## src/rtl/fp_classify_unit_pkg.sv

```systemverilog
// FCLASS mask layout and the per-lane one-hot encoder.
// Pure combinational helpers. No state and no flow control.
// Backpressure does not apply here. The importing module sequences all use.
package fp_classify_unit_pkg;

    localparam int FCLASS_WIDTH   = 10;

    typedef logic [FCLASS_WIDTH-1:0] fclass_t;

    localparam int FCLASS_NEG_INF  = 0;
    localparam int FCLASS_NEG_NORM = 1;
    localparam int FCLASS_NEG_SUB  = 2;
    localparam int FCLASS_NEG_ZERO = 3;
    localparam int FCLASS_POS_ZERO = 4;
    localparam int FCLASS_POS_SUB  = 5;
    localparam int FCLASS_POS_NORM = 6;
    localparam int FCLASS_POS_INF  = 7;
    localparam int FCLASS_SNAN     = 8;
    localparam int FCLASS_QNAN     = 9;

    // The if-chain order below is the classification priority.
    // NaN classes deliberately ignore the sign bit.
    function automatic fclass_t fclass_encode(
        input logic sign,
        input logic exp_zero,
        input logic exp_ones,
        input logic mant_zero,
        input logic mant_msb
    );
        int idx;
        if (exp_zero && mant_zero) begin
            idx = sign ? FCLASS_NEG_ZERO : FCLASS_POS_ZERO;
        end else if (exp_zero) begin
            idx = sign ? FCLASS_NEG_SUB : FCLASS_POS_SUB;
        end else if (exp_ones && mant_zero) begin
            idx = sign ? FCLASS_NEG_INF : FCLASS_POS_INF;
        end else if (exp_ones && mant_msb) begin
            idx = FCLASS_QNAN;
        end else if (exp_ones) begin
            idx = FCLASS_SNAN;
        end else begin
            idx = sign ? FCLASS_NEG_NORM : FCLASS_POS_NORM;
        end
        return fclass_t'(1) << idx;
    endfunction

endpackage

```

## src/rtl/fp_classify_unit_lane_decode.sv

```systemverilog
// Splits one IEEE 754 operand into the field predicates that the classifier needs.
// The block is purely combinational, so it adds no latency.
// It has no handshake. The parent pipeline registers the outputs.
module fp_lane_decode #(
    parameter int EXP_WIDTH  = 8,
    parameter int MANT_WIDTH = 23
) (
    input  logic [EXP_WIDTH+MANT_WIDTH:0] op,
    output logic                          sign,
    output logic                          exp_zero,
    output logic                          exp_ones,
    output logic                          mant_zero,
    output logic                          mant_msb
);
    localparam int W = 1 + EXP_WIDTH + MANT_WIDTH;

    logic [EXP_WIDTH-1:0]  exp_f;
    logic [MANT_WIDTH-1:0] mant_f;

    assign exp_f     = op[W-2 -: EXP_WIDTH];
    assign mant_f    = op[MANT_WIDTH-1:0];

    assign sign      = op[W-1];
    assign exp_zero  = ~|exp_f;
    assign exp_ones  = &exp_f;
    assign mant_zero = ~|mant_f;
    // The quiet bit tells qNaN apart from sNaN.
    assign mant_msb  = mant_f[MANT_WIDTH-1];

endmodule

```

## src/rtl/fp_classify_unit.sv

```systemverilog
// Multi-lane FCLASS classifier. It keeps a sticky NV flag and a saturating sNaN counter.
// The pipeline is 2 stages deep: input handshake to out_valid in 2 cycles, at 1 transaction per cycle.
// in_ready comes combinationally from out_ready. The block holds at most 2 transactions, and outputs stay stable while stalled.
module fp_classify_unit
    import fp_classify_unit_pkg::*;
#(
    parameter int LANES      = 4,
    parameter int EXP_WIDTH  = 8,
    parameter int MANT_WIDTH = 23,
    parameter int TAG_WIDTH  = 6,
    parameter int CNT_WIDTH  = 16
) (
    input  logic                                 clk,
    input  logic                                 rst,
    input  logic                                 in_valid,
    output logic                                 in_ready,
    input  logic [LANES*(1+EXP_WIDTH+MANT_WIDTH)-1:0] in_data,
    input  logic [LANES-1:0]                     in_lane_mask,
    input  logic [TAG_WIDTH-1:0]                 in_tag,
    output logic                                 out_valid,
    input  logic                                 out_ready,
    output logic [LANES*FCLASS_WIDTH-1:0]        out_class,
    output logic [LANES-1:0]                     out_lane_mask,
    output logic [TAG_WIDTH-1:0]                 out_tag,
    output logic                                 out_any_nan,
    output logic                                 flag_nv,
    input  logic                                 flag_clr,
    output logic [CNT_WIDTH-1:0]                 snan_count
);
    localparam int W     = 1 + EXP_WIDTH + MANT_WIDTH;
    localparam int KW    = $clog2(LANES + 1);
    localparam int SUM_W = ((CNT_WIDTH > KW) ? CNT_WIDTH : KW) + 1;
    localparam logic [SUM_W-1:0] CNT_MAX = {{(SUM_W-CNT_WIDTH){1'b0}}, {CNT_WIDTH{1'b1}}};

    logic s1_valid;
    logic s2_valid;
    logic s1_en;
    logic s2_en;
    logic out_hs;

    logic [LANES-1:0] dec_sign, dec_exp_zero, dec_exp_ones, dec_mant_zero, dec_mant_msb;
    logic [LANES-1:0] s1_sign, s1_exp_zero, s1_exp_ones, s1_mant_zero, s1_mant_msb;
    logic [LANES-1:0] s1_lane_mask;
    logic [TAG_WIDTH-1:0] s1_tag;

    fclass_t                      lane_class [LANES];
    logic [LANES-1:0]             lane_nan;
    logic [LANES*FCLASS_WIDTH-1:0] s2_class_d;
    logic [LANES-1:0]             out_snan;
    logic [KW-1:0]                snan_k;
    logic [SUM_W-1:0]             cnt_sum;

    assign s2_en    = !s2_valid || out_ready;
    assign s1_en    = !s1_valid || s2_en;
    assign in_ready = s1_en;
    assign out_valid = s2_valid;
    assign out_hs   = s2_valid && out_ready;

    for (genvar i = 0; i < LANES; i++) begin : g_lane
        fp_lane_decode #(
            .EXP_WIDTH (EXP_WIDTH),
            .MANT_WIDTH(MANT_WIDTH)
        ) u_decode (
            .op       (in_data[i*W +: W]),
            .sign     (dec_sign[i]),
            .exp_zero (dec_exp_zero[i]),
            .exp_ones (dec_exp_ones[i]),
            .mant_zero(dec_mant_zero[i]),
            .mant_msb (dec_mant_msb[i])
        );

        // Inactive lanes produce an all-zero mask. Any-NaN and the sNaN count inherit that for free.
        assign lane_class[i] = s1_lane_mask[i]
                             ? fclass_encode(s1_sign[i], s1_exp_zero[i], s1_exp_ones[i],
                                             s1_mant_zero[i], s1_mant_msb[i])
                             : '0;
        assign lane_nan[i]   = lane_class[i][FCLASS_SNAN] | lane_class[i][FCLASS_QNAN];
        assign s2_class_d[i*FCLASS_WIDTH +: FCLASS_WIDTH] = lane_class[i];
        assign out_snan[i]   = out_class[i*FCLASS_WIDTH + FCLASS_SNAN];
    end

    // Stage 1 holds the field predicates, lane mask and tag.
    always_ff @(posedge clk or posedge rst) begin
        if (rst) begin
            s1_valid     <= 1'b0;
            s1_sign      <= '0;
            s1_exp_zero  <= '0;
            s1_exp_ones  <= '0;
            s1_mant_zero <= '0;
            s1_mant_msb  <= '0;
            s1_lane_mask <= '0;
            s1_tag       <= '0;
        end else if (s1_en) begin
            s1_valid <= in_valid;
            if (in_valid) begin
                s1_sign      <= dec_sign;
                s1_exp_zero  <= dec_exp_zero;
                s1_exp_ones  <= dec_exp_ones;
                s1_mant_zero <= dec_mant_zero;
                s1_mant_msb  <= dec_mant_msb;
                s1_lane_mask <= in_lane_mask;
                s1_tag       <= in_tag;
            end
        end
    end

    // Stage 2 loads only from a valid stage 1, so the outputs never change under a stall or a bubble.
    always_ff @(posedge clk or posedge rst) begin
        if (rst) begin
            s2_valid      <= 1'b0;
            out_class     <= '0;
            out_any_nan   <= 1'b0;
            out_lane_mask <= '0;
            out_tag       <= '0;
        end else if (s2_en) begin
            s2_valid <= s1_valid;
            if (s1_valid) begin
                out_class     <= s2_class_d;
                out_any_nan   <= |lane_nan;
                out_lane_mask <= s1_lane_mask;
                out_tag       <= s1_tag;
            end
        end
    end

    assign snan_k  = KW'($countones(out_snan));
    assign cnt_sum = SUM_W'(snan_count) + SUM_W'(snan_k);

    // If a new sNaN arrives in the same cycle as a clear, the set takes priority so no event is lost.
    always_ff @(posedge clk or posedge rst) begin
        if (rst) begin
            flag_nv    <= 1'b0;
            snan_count <= '0;
        end else begin
            if (out_hs && (snan_k != '0)) begin
                flag_nv <= 1'b1;
            end else if (flag_clr) begin
                flag_nv <= 1'b0;
            end
            if (out_hs) begin
                snan_count <= (cnt_sum > CNT_MAX) ? CNT_MAX[CNT_WIDTH-1:0]
                                                  : cnt_sum[CNT_WIDTH-1:0];
            end
        end
    end

endmodule

```

## config.mk

```make
export PLATFORM = sky130hd
export DESIGN_NAME = fp_classify_unit
export DESIGN_NICKNAME = d
export VERILOG_FILES = /design/src/rtl/fp_classify_unit_pkg.sv /design/src/rtl/fp_classify_unit_lane_decode.sv /design/src/rtl/fp_classify_unit.sv
export SDC_FILE = /design/constraint.sdc
export NUM_CORES = 1
export LEC_CHECK = 0
export CORE_MARGIN = 10
export CORE_UTILIZATION = 27
export DETAILED_ROUTE_END_ITERATION = 10
export GPL_TIMING_DRIVEN = 0
export PLACE_DENSITY = 0.66
export RECOVER_POWER = 25
export SLEW_MARGIN = 20
export SYNTH_ARGS = -nofsm -noshare
export SYNTH_HDL_FRONTEND = slang
export SYNTH_SLANG_ARGS = --single-unit
```

## constraint.sdc

```tcl
create_clock -name clk -period 3.46 [get_ports clk]
set_input_delay 0.692 -clock clk [delete_from_list [all_inputs] [get_ports clk]]
set_output_delay 0.692 -clock clk [all_outputs]
set_load 0.01 [all_outputs]
```

==> impl_metrics.yaml, run 1 <==
run_status:
  outcome: "finished, violations left"
  violations: "max-capacitance violations, max-slew violations"
cells_and_area:
  regArea_sq_um: 2502
  fill_cells: 1755
  multi_input_area_sq_um: 2145
  syn_to_final_growth_pct: 56.88
  final_util_pct: 43.11
  fin_nets: 854
  antennaDiodeCount: 0
  drive_gt1_share_pct: 6.770
drt:
  viasPerCell: 4.843
  drc: 0
  drt-pass1-iter-count: 4
  num_vias: 4523
  ant_nets: 0
  wl_per_cell_um: 17.52
  drt_iter0_drc: 198
  drt_wl_total_mm: 16.37
die:
  start_util_pct: 27.48
  dieArea_sq_um: 23310
  die_w_um: 152.7
  rows: 48
  coreArea_sq_um: 17300
  pin_count: 213
  die_h_um: 152.7
sta:
  grt_setup_unrepaired: "no"
  fin_crit_sh_pct: 89.88
  min_period_ps: 3110
  hold_viol_final: 0
  fmax_mhz: 321.6
  drv_slew: 45
  relSlewSlack_pct: -41.00
  worst_slew_pin_slew_ps: 2103
  hold_slack_ps: 469.8
  fin_skew_ps: 6.780
  report.final.setup_viol: 0
synthesis:
  synthCells: 480
  synth_top_area_cell: "dfrtp_1"
  synth_fa_ha_area_share_pct: 2.158
  yosysMostFrequentCell: "nand2_1"
  synth_top_family_by_area: "simple AND/OR/NAND/NOR gates"
  ys_types: 55
  postSynth.asyncResetShare_pct: 100.0
  synth_common_cells: "nand2_1, dfrtp_1, o21ai_0, nor4_1, mux2_2"
  synthTopCellsByArea: "dfrtp_1, nand2_1, mux2_2"
  synth_edf_count: 0
  ys.warnings.count: 0
  ys_ff_latch: 100
  yosys.area_share.simple_pct: 25.01
  ys.flop_type: "dfrtp_1"
  avgSynthCellArea_sq_um: 9.903
  synth-xor-area-share_pct: 1.290
  synth_nets: 630
  synthMuxAreaShare_pct: 4.475
  synth_area_sq_um: 4753
  synth_compound_area_share_pct: 12.19
  netlist.area_leader.share_pct: 52.65
  seq_area_frac_synth_pct: 52.65
global_routing:
  grt_max_degree: 57
  antenna_found_initial: 0
  grt_first_pass_wirelength_mm: 25.64
  grt_use_total_pct: 13.65
  grt_overflow_total: 0
  grt_pass1_vias: 4728
cts:
  cts_resized: 0
  clk_pin_slew_worst_paths_ps: 70
  cts_sinks: 100
  ctsHoldBuffers: 0
  clkLatencyLatePin_ps: 340
  cts_setup_buffers: 0
  tritoncts: "done"
  ctsLongestPathBuffers: 2
  h-tree-depth: 3
  numCtsBuffers: 9
  cts_root_buf: "clkbuf_16"
hold_path:
  hold_path_end: "out_tag[2]"
  min_from: "s1_tag[2]"
  whs_path_depth: 2
  hold_class: "reg2reg"
power:
  power_density_nw_per_um2: 386.2
  leakage_nw: 2.985
  peakVddDrop_uv: 220.8
critical_path:
  cp.arrival_ps: 3340
  reg2reg_from: "out_class[8]"
  worstSetupEndpointType: "flip-flop"
  worstPathRequired_ps: 3690
  worstPathMaxFanout: 4
  r2r_end: "snan_count[9]"
  reg2reg_depth: 9
  reg2reg_slack_ps: 350
  worst-setup-path-type: "reg2reg"
  cp-start-kind: "flip-flop"
flow_run:
  maxCapViolCount: 1
placed_design:
  port_buffers: 212
  place.gp.congestion: 0.8332
  post-dp-hpwl_mm: 13.21
==> metrics by stage <==
step	instance area (sq um)	cells	setup WS (ps)	power (mW)	TNS, ps
after floorplan	4753	480	149.2	1.576	0
after global placement	7157	917	-1532	1.959	-152350
after detailed placement	7189	918	348.4	1.973	0
after CTS	7461	934	332.5	2.923	0
after global routing	7457	934	69.89	3.030	0
final	7457	934	350.2	2.880	0
==> where the power goes <==
| group | leakage [nW] | internal [mW] | total [mW] | switching (mW) |
|---|---|---|---|---|
| clock network | 0.118 | 0.490 | 0.940 | 0.450 |
| registers | 1.31 | 1.26 | 1.33 | 0.0702 |
| logic | 1.56 | 0.345 | 0.611 | 0.266 |
| total | 2.99 | 2.09 | 2.88 | 0.786 |
==> area by class of cell <==
type                    count  area share, %
plain buffers              20          1.124
clock buffers              11          3.121
clock inverters             5         0.5201
inverters                   6         0.3188
multi-input cells         354          28.76
flip-flops and latches    100          33.56
well taps                 225          3.775
repair buffers            213          28.83
==> worst max-delay path, stage by stage (launching register included) <==
cell      delay [ps]
dfrtp_1          460
fa_1             500
ha_1             210
ha_1             330
ha_1             330
a221oi_1          90
nor4_1           650
nand4_1          190
xor2_1           170
nand2_1           60
==> cell families (layout without fill, tap and decap cells) <==
kind of cell / count (synthesis) / after routing
xor+xnor: 7 / 7
compound gates: 87 / 87
fa+ha+maj: 7 / 7
simple gates: 234 / 234
flops: 100 / 100
buf+inv: 26 / 255
mux: 19 / 19
==> sequential cells by signal, summed over array words and instances (netlist names), 4 cells and up <==
| register | flops |
|---|---|
| out_class | 40 |
| snan_count | 16 |
| out_tag | 6 |
| s1_tag | 6 |
| out_lane_mask | 4 |
| s1_exp_ones | 4 |
| s1_exp_zero | 4 |
| s1_lane_mask | 4 |
| s1_mant_msb | 4 |
| s1_mant_zero | 4 |
| s1_sign | 4 |
==> placed cells by master, fill, tap and decap left out, drive strengths merged, types with 5 or more instances in the layout <==
master	n
and3	6
nor3	11
dfrtp	100
clkbuf	19
inv	5
clkinvlp	5
o31ai	17
mux2	18
ha	5
nor2	12
nand4	18
nand3	6
nand2	116
a21oi	10
a22o	8
buf	13
o21ai	34
nand2b	8
clkdlybuf4s50	210
nor4	30
==> worst max path at each step <==
stage / endpoint / from / cells past startpoint
floorplan: flag_nv / rst / 1
global placement: out_class[36] / rst / 2
detailed placement: snan_count[7] / out_class[8] / 9
CTS: snan_count[13] / out_class[8] / 9
global route: snan_count[7] / out_class[8] / 9
finish: snan_count[9] / out_class[8] / 9
==> layer usage <==
layer / vias up / track usage [%] / part of all wire [%]
met5: - / 0 / 0
met4: 0 / 4.405 / 1.8
li1: 2204 / - / -
met2: 162 / 22.77 / 47
met3: 17 / 5.730 / 9.3
met1: 2140 / 15.45 / 42
Power figures use the tool's default switching activity.
==> run 2: changes to the inputs <==
--- a/config.mk
+++ b/config.mk
@@ -9,6 +9,7 @@
 export CORE_UTILIZATION = 27
 export DETAILED_ROUTE_END_ITERATION = 10
 export GPL_TIMING_DRIVEN = 0
+export MAX_ROUTING_LAYER = met4
 export PLACE_DENSITY = 0.66
 export RECOVER_POWER = 25
 export SLEW_MARGIN = 20
==> run 2 against run 1 <==
  * The run still ends with max-capacitance violations, max-slew violations left
  * Highest routed layer unchanged
  * Critical path depth unchanged
  * Final area is the same
  * Total power decreased by 0.17%
==> impl_metrics.yaml, run 2 (synthesis gave the netlist of run 1 again) <==
critical_path:
  cp.arrival_ps: 3350
  crit_path_frequent_cell: "ha_1"
  cp-start-kind: "flip-flop"
  cp_cell_sequence: "fa_1, ha_1, ha_1, ha_1, a221oi_1, nor4_1, nand4_1, xor2_1, nand2_1"
  crit_slowest_cell: "nor4_1"
  worstSetupEndpointType: "flip-flop"
  worstPathMaxFanout: 4
  worst-setup-path-type: "reg2reg"
  cp_slowest_stage_delay_ps: 660
  worstPathRequired_ps: 3690
sta:
  relSlewSlack_pct: -40.94
  fin_skew_ps: 7.043
  drv_slew: 45
  setup_ws_ps: 333.9
  fmax_mhz: 319.9
  min_period_ps: 3126
  report.final.setup_viol: 0
  grt_setup_unrepaired: "no"
  hold_slack_ps: 469.6
  hold_viol_final: 0
  fin_crit_sh_pct: 90.35
  worst_slew_pin_slew_ps: 2103
cts:
  cts_resized: 0
  ctsLongestPathBuffers: 2
  h-tree-depth: 3
  cts_sinks: 100
  clk_pin_slew_worst_paths_ps: 70
  clkLatencyLatePin_ps: 340
  tritoncts: "done"
  numCtsBuffers: 9
  cts_setup_buffers: 0
  ctsHoldBuffers: 0
  cts_root_buf: "clkbuf_16"
power:
  peakVddDrop_uv: 220.5
  leakage_nw: 2.985
  power_mw: 2.875
  power_density_nw_per_um2: 385.5
drt:
  drt-pass1-iter-count: 4
  num_vias: 4523
  viasPerCell: 4.843
  drt_iter0_drc: 195
  wl_per_cell_um: 17.48
  ant_nets: 0
  drc: 0
  drt_wl_total_mm: 16.33
run_status:
  outcome: "finished, violations left"
  violations: "max-capacitance violations, max-slew violations"
global_routing:
  grt_first_pass_wirelength_mm: 25.59
  grt_max_degree: 57
  grt_use_total_pct: 14.06
  grt_overflow_total: 0
  antenna_found_initial: 0
  grt_pass1_vias: 4748
die:
  die_h_um: 152.7
  coreArea_sq_um: 17300
  rows: 48
  start_util_pct: 27.48
  die_w_um: 152.7
  pin_count: 213
  dieArea_sq_um: 23310
cells_and_area:
  final_util_pct: 43.11
  design_area_sq_um: 7457
  largest_reg_flops: 40
  fill_cells: 1755
  syn_to_final_growth_pct: 56.88
  drive_gt1_share_pct: 6.770
  final_common_cell: "clkdlybuf4s50_1"
  reg.largest.list: "out_class x40, snan_count x16"
  fin_nets: 854
  top_register: "out_class"
  antennaDiodeCount: 0
  final_cell_mix: "clkdlybuf4s50_1, nand2_1, dfrtp_1, o21ai_0, nor4_1"
placed_design:
  post-dp-hpwl_mm: 13.21
  place.gp.congestion: 0.8459
  port_buffers: 212
  place_area_sq_um: 7189
  post-place-ws_ps: 348.4
hold_path:
  hold_class: "reg2reg"
flow_run:
  maxCapViolCount: 1
==> run 2: cell counts in the layout (fill, tap and decap cells not counted) <==
No cell type changed its count.
==> run 2: worst max-delay path, delay by kind of cell (launching register included) <==
kind	cells	cell delay [ps]
AO/OA/AOI/OAI	1	90
AND/OR/NAND/NOR	3	910
XOR/XNOR	1	160
adder cells (fa/ha/maj)	4	1370
flip-flops	1	460
==> run 2: area by class of cell <==
cell class	count	area [sq um]	share of cell area (%)
plain buffers	20	83.83	1.124
clock buffers	11	232.7	3.121
clock inverters	5	38.79	0.5201
inverters	6	23.77	0.3188
multi-input cells	354	2145	28.76
flip-flops and latches	100	2502	33.56
well taps	225	281.5	3.775
repair buffers	213	2150	28.83
==> run 2: per-layer routing <==
layer  global-route usage (%)  vias up  share of wire (%)
li1                         -     2204                  -
met1                    16.55     2141                 45
met2                    22.64      161                 47
met3                    4.149       17                6.4
met4                    4.405        0                1.8
met5                        -        -                  0
==> run 2: worst paths after layout <==
check                              from         endpoint  slack [ps]  cells after the start
setup / recovery           out_class[8]    snan_count[9]         330                      9
hold / removal                s1_tag[2]       out_tag[2]         470                      2
setup reg to reg           out_class[8]    snan_count[9]         330                      9
hold reg to reg               s1_tag[2]       out_tag[2]         470                      2
max in group asynchronous           rst    out_class[35]        1130                      3
min in group asynchronous           rst  s1_lane_mask[1]        1360                      2
==> run 2: where the power goes <==
part | switching [mW] | leakage (nW) | internal (mW)
clock network | 0.445 | 0.118 | 0.490
registers | 0.0700 | 1.31 | 1.26
logic | 0.266 | 1.56 | 0.345
total | 0.781 | 2.99 | 2.09
==> run 2: through the flow <==
stage	TNS, ps	cells
global route	0	934
finish	0	934
detailed placement	0	918
CTS	0	934
global placement	-152350	917
floorplan	0	480
==> run 3: changes to the inputs <==
--- a/config.mk
+++ b/config.mk
@@ -5,12 +5,14 @@
 export SDC_FILE = /design/constraint.sdc
 export NUM_CORES = 1
 export LEC_CHECK = 0
+export ABC_AREA = 1
 export CORE_MARGIN = 10
 export CORE_UTILIZATION = 27
 export DETAILED_ROUTE_END_ITERATION = 10
 export GPL_TIMING_DRIVEN = 0
+export HOLD_SLACK_MARGIN = 0.08
 export MAX_ROUTING_LAYER = met4
-export PLACE_DENSITY = 0.66
+export PLACE_DENSITY = 0.65
 export RECOVER_POWER = 25
 export SLEW_MARGIN = 20
 export SYNTH_ARGS = -nofsm -noshare
==> run 3 against run 2 <==
  * Register-to-register slack gained 470 ps
  * Largest cell class unchanged
  * Synthesized area rose by 9.3%
  * Wire length rose by 7.2%
  * Clock skew up 2.2 ps
  * Hold slack worse by 2.6 ps
  * Die area is 8.0% higher
  * Critical path depth rose by 3
  * The flow still finishes with violations (max-capacitance violations, max-slew violations)
  * Largest power group unchanged
  * Clock power is 12% higher
  * Sequential cell count unchanged
  * Setup slack improved by 470 ps
  * Global-route usage barely moved
  * Total power increased by 10%
==> impl_metrics.yaml, run 3 <==
die:
  coreArea_sq_um: 18830
  die_h_um: 158.7
  die_w_um: 158.7
  start_util_pct: 27.59
  dieArea_sq_um: 25190
  rows: 50
  pin_count: 213
global_routing:
  antenna_found_initial: 0
  grt_use_total_pct: 14.02
  grt_max_degree: 56
  grt_pass1_vias: 5239
  grt_overflow_total: 0
  grt_first_pass_wirelength_mm: 27.81
synthesis:
  synth_common_cells: "nand2_1, dfrtp_1, nand3_1, inv_1, nor2_1"
  postSynth.asyncResetShare_pct: 100.0
  synth_top_area_cell: "dfrtp_1"
  seq_area_frac_synth_pct: 48.17
  ys_ff_latch: 100
  netlist.area_leader.share_pct: 48.17
  synthTopCellsByArea: "dfrtp_1, nand2_1, nand3_1"
  avgSynthCellArea_sq_um: 8.117
  yosysMostFrequentCell: "nand2_1"
  ys_types: 41
  ys.flop_type: "dfrtp_1"
  synth_nets: 790
  synth_area_sq_um: 5195
  synth_edf_count: 0
  synthCells: 640
  ys.warnings.count: 0
cells_and_area:
  final_cell_mix: "nand2_1, clkdlybuf4s50_1, dfrtp_1, nand3_1, inv_1"
  fill_cells: 1885
  final_util_pct: 42.35
  top_register: "out_class"
  syn_to_final_growth_pct: 53.52
  antennaDiodeCount: 0
  design_area_sq_um: 7975
  final_common_cell: "nand2_1"
  fin_nets: 1014
  drive_gt1_share_pct: 9.551
  largest_reg_flops: 40
  reg.largest.list: "out_class x40, snan_count x16"
run_status:
  violations: "max-capacitance violations, max-slew violations"
  outcome: "finished, violations left"
sta:
  fmax_mhz: 376.9
  hold_slack_ps: 466.9
  setup_ws_ps: 806.8
  hold_viol_final: 0
  fin_crit_sh_pct: 76.68
  grt_setup_unrepaired: "no"
  relSlewSlack_pct: -42.04
  drv_slew: 46
  min_period_ps: 2653
  fin_skew_ps: 9.239
  report.final.setup_viol: 0
  worst_slew_pin_slew_ps: 2119
critical_path:
  cp_slowest_stage_delay_ps: 490
  reg2reg_depth: 12
  cp.arrival_ps: 2890
  worstSetupEndpointType: "flip-flop"
  r2r_end: "snan_count[10]"
  worstPathRequired_ps: 3690
  reg2reg_slack_ps: 810
  crit_slowest_cell: "fa_1"
  cp-start-kind: "flip-flop"
  cp_cell_sequence: "fa_1, ha_1, ha_1, fa_1, nand3_1, nand2_2, nand2_2, inv_1, nand3_1, nand2_1, nand2_1, nand2_1"
  reg2reg_from: "out_class[8]"
  worst-setup-path-type: "reg2reg"
  worstPathMaxFanout: 4
  crit_path_frequent_cell: "nand2_1"
  startpoint: "out_class[8]"
  cp-endpoint: "snan_count[10]"
cts:
  h-tree-depth: 3
  clk_pin_slew_worst_paths_ps: 70
  cts_setup_buffers: 0
  numCtsBuffers: 9
  cts_root_buf: "clkbuf_16"
  cts_resized: 0
  ctsHoldBuffers: 0
  ctsLongestPathBuffers: 2
  tritoncts: "done"
  clkLatencyLatePin_ps: 350
  cts_sinks: 100
power:
  power_density_nw_per_um2: 397.0
  leakage_nw: 3.598
  peakVddDrop_uv: 217.3
drt:
  drt-pass1-iter-count: 4
  num_vias: 5135
  ant_nets: 0
  drc: 0
  viasPerCell: 4.548
  drt_iter0_drc: 225
  drt_wl_total_mm: 17.51
  wl_per_cell_um: 15.51
placed_design:
  post-dp-hpwl_mm: 14.40
  post-place-ws_ps: 803.0
  place.gp.congestion: 0.8408
  port_buffers: 212
  place_area_sq_um: 7675
flow_run:
  maxCapViolCount: 1
hold_path:
  hold_class: "reg2reg"
==> run 3: cell families (layout without fill, tap and decap cells) <==
family          after synthesis  after routing  share of synthesized area [%]
simple gates                395            395                          35.84
flops                       100            100                          48.17
buf+inv                      74            303                          6.069
compound gates               59             59                          7.105
fa+ha+maj                     7              7                          1.975
xor+xnor                      5              5                         0.8431
==> run 3: critical path, delay by kind of cell, from the launching register on <==
kind                       cells  cell delay (ps)
DFF                            1              440
buffers and inverters          1               60
adders and majority gates      4             1500
and+or+nand+nor                7              550
==> run 3: where the power goes <==
| part | leakage (nW) | total (mW) | internal, mW | switching [mW] |
|---|---|---|---|---|
| sequential | 1.32 | 1.35 | 1.28 | 0.0775 |
| combinational | 2.12 | 0.762 | 0.381 | 0.381 |
| clock | 0.150 | 1.05 | 0.603 | 0.448 |
==> run 3: cell type report <==
cell class,count,area [sq um],area share (%)
buffer,16,95.09,1.192
clock buffer,13,260.3,3.263
clock inverter,3,43.79,0.5491
inverter,58,221.5,2.777
multi-input combinational,466,2377,29.81
sequential,100,2502,31.38
tap,260,325.3,4.079
timing repair buffer,213,2150,26.95
==> run 3: routing by layer <==
layer  global-route usage [%]  wire length [um]
met1                    16.35              7742
met2                    23.42              8669
met3                    3.124               836
met4                    4.677               257
met5                        -                 0
==> run 3: worst min-delay path by stage <==
stage / end / start / depth (start not counted) / slack [ps]
floorplan: out_tag[0] / s1_tag[0] / 2 / 440
global placement: out_tag[1] / s1_tag[1] / 2 / 450
detailed placement: out_tag[2] / s1_tag[2] / 2 / 450
CTS: out_tag[2] / s1_tag[2] / 2 / 470
global route: out_tag[2] / s1_tag[2] / 2 / 490
finish: out_tag[2] / s1_tag[2] / 2 / 470
==> run 3: through the flow <==
stage	setup TNS [ps]	power, mW	cells
after floorplan	0	1.696	640
after global placement	-160620	2.138	1112
after detailed placement	0	2.154	1113
after CTS	0	3.220	1129
after global routing	0	3.335	1129
final	0	3.166	1129
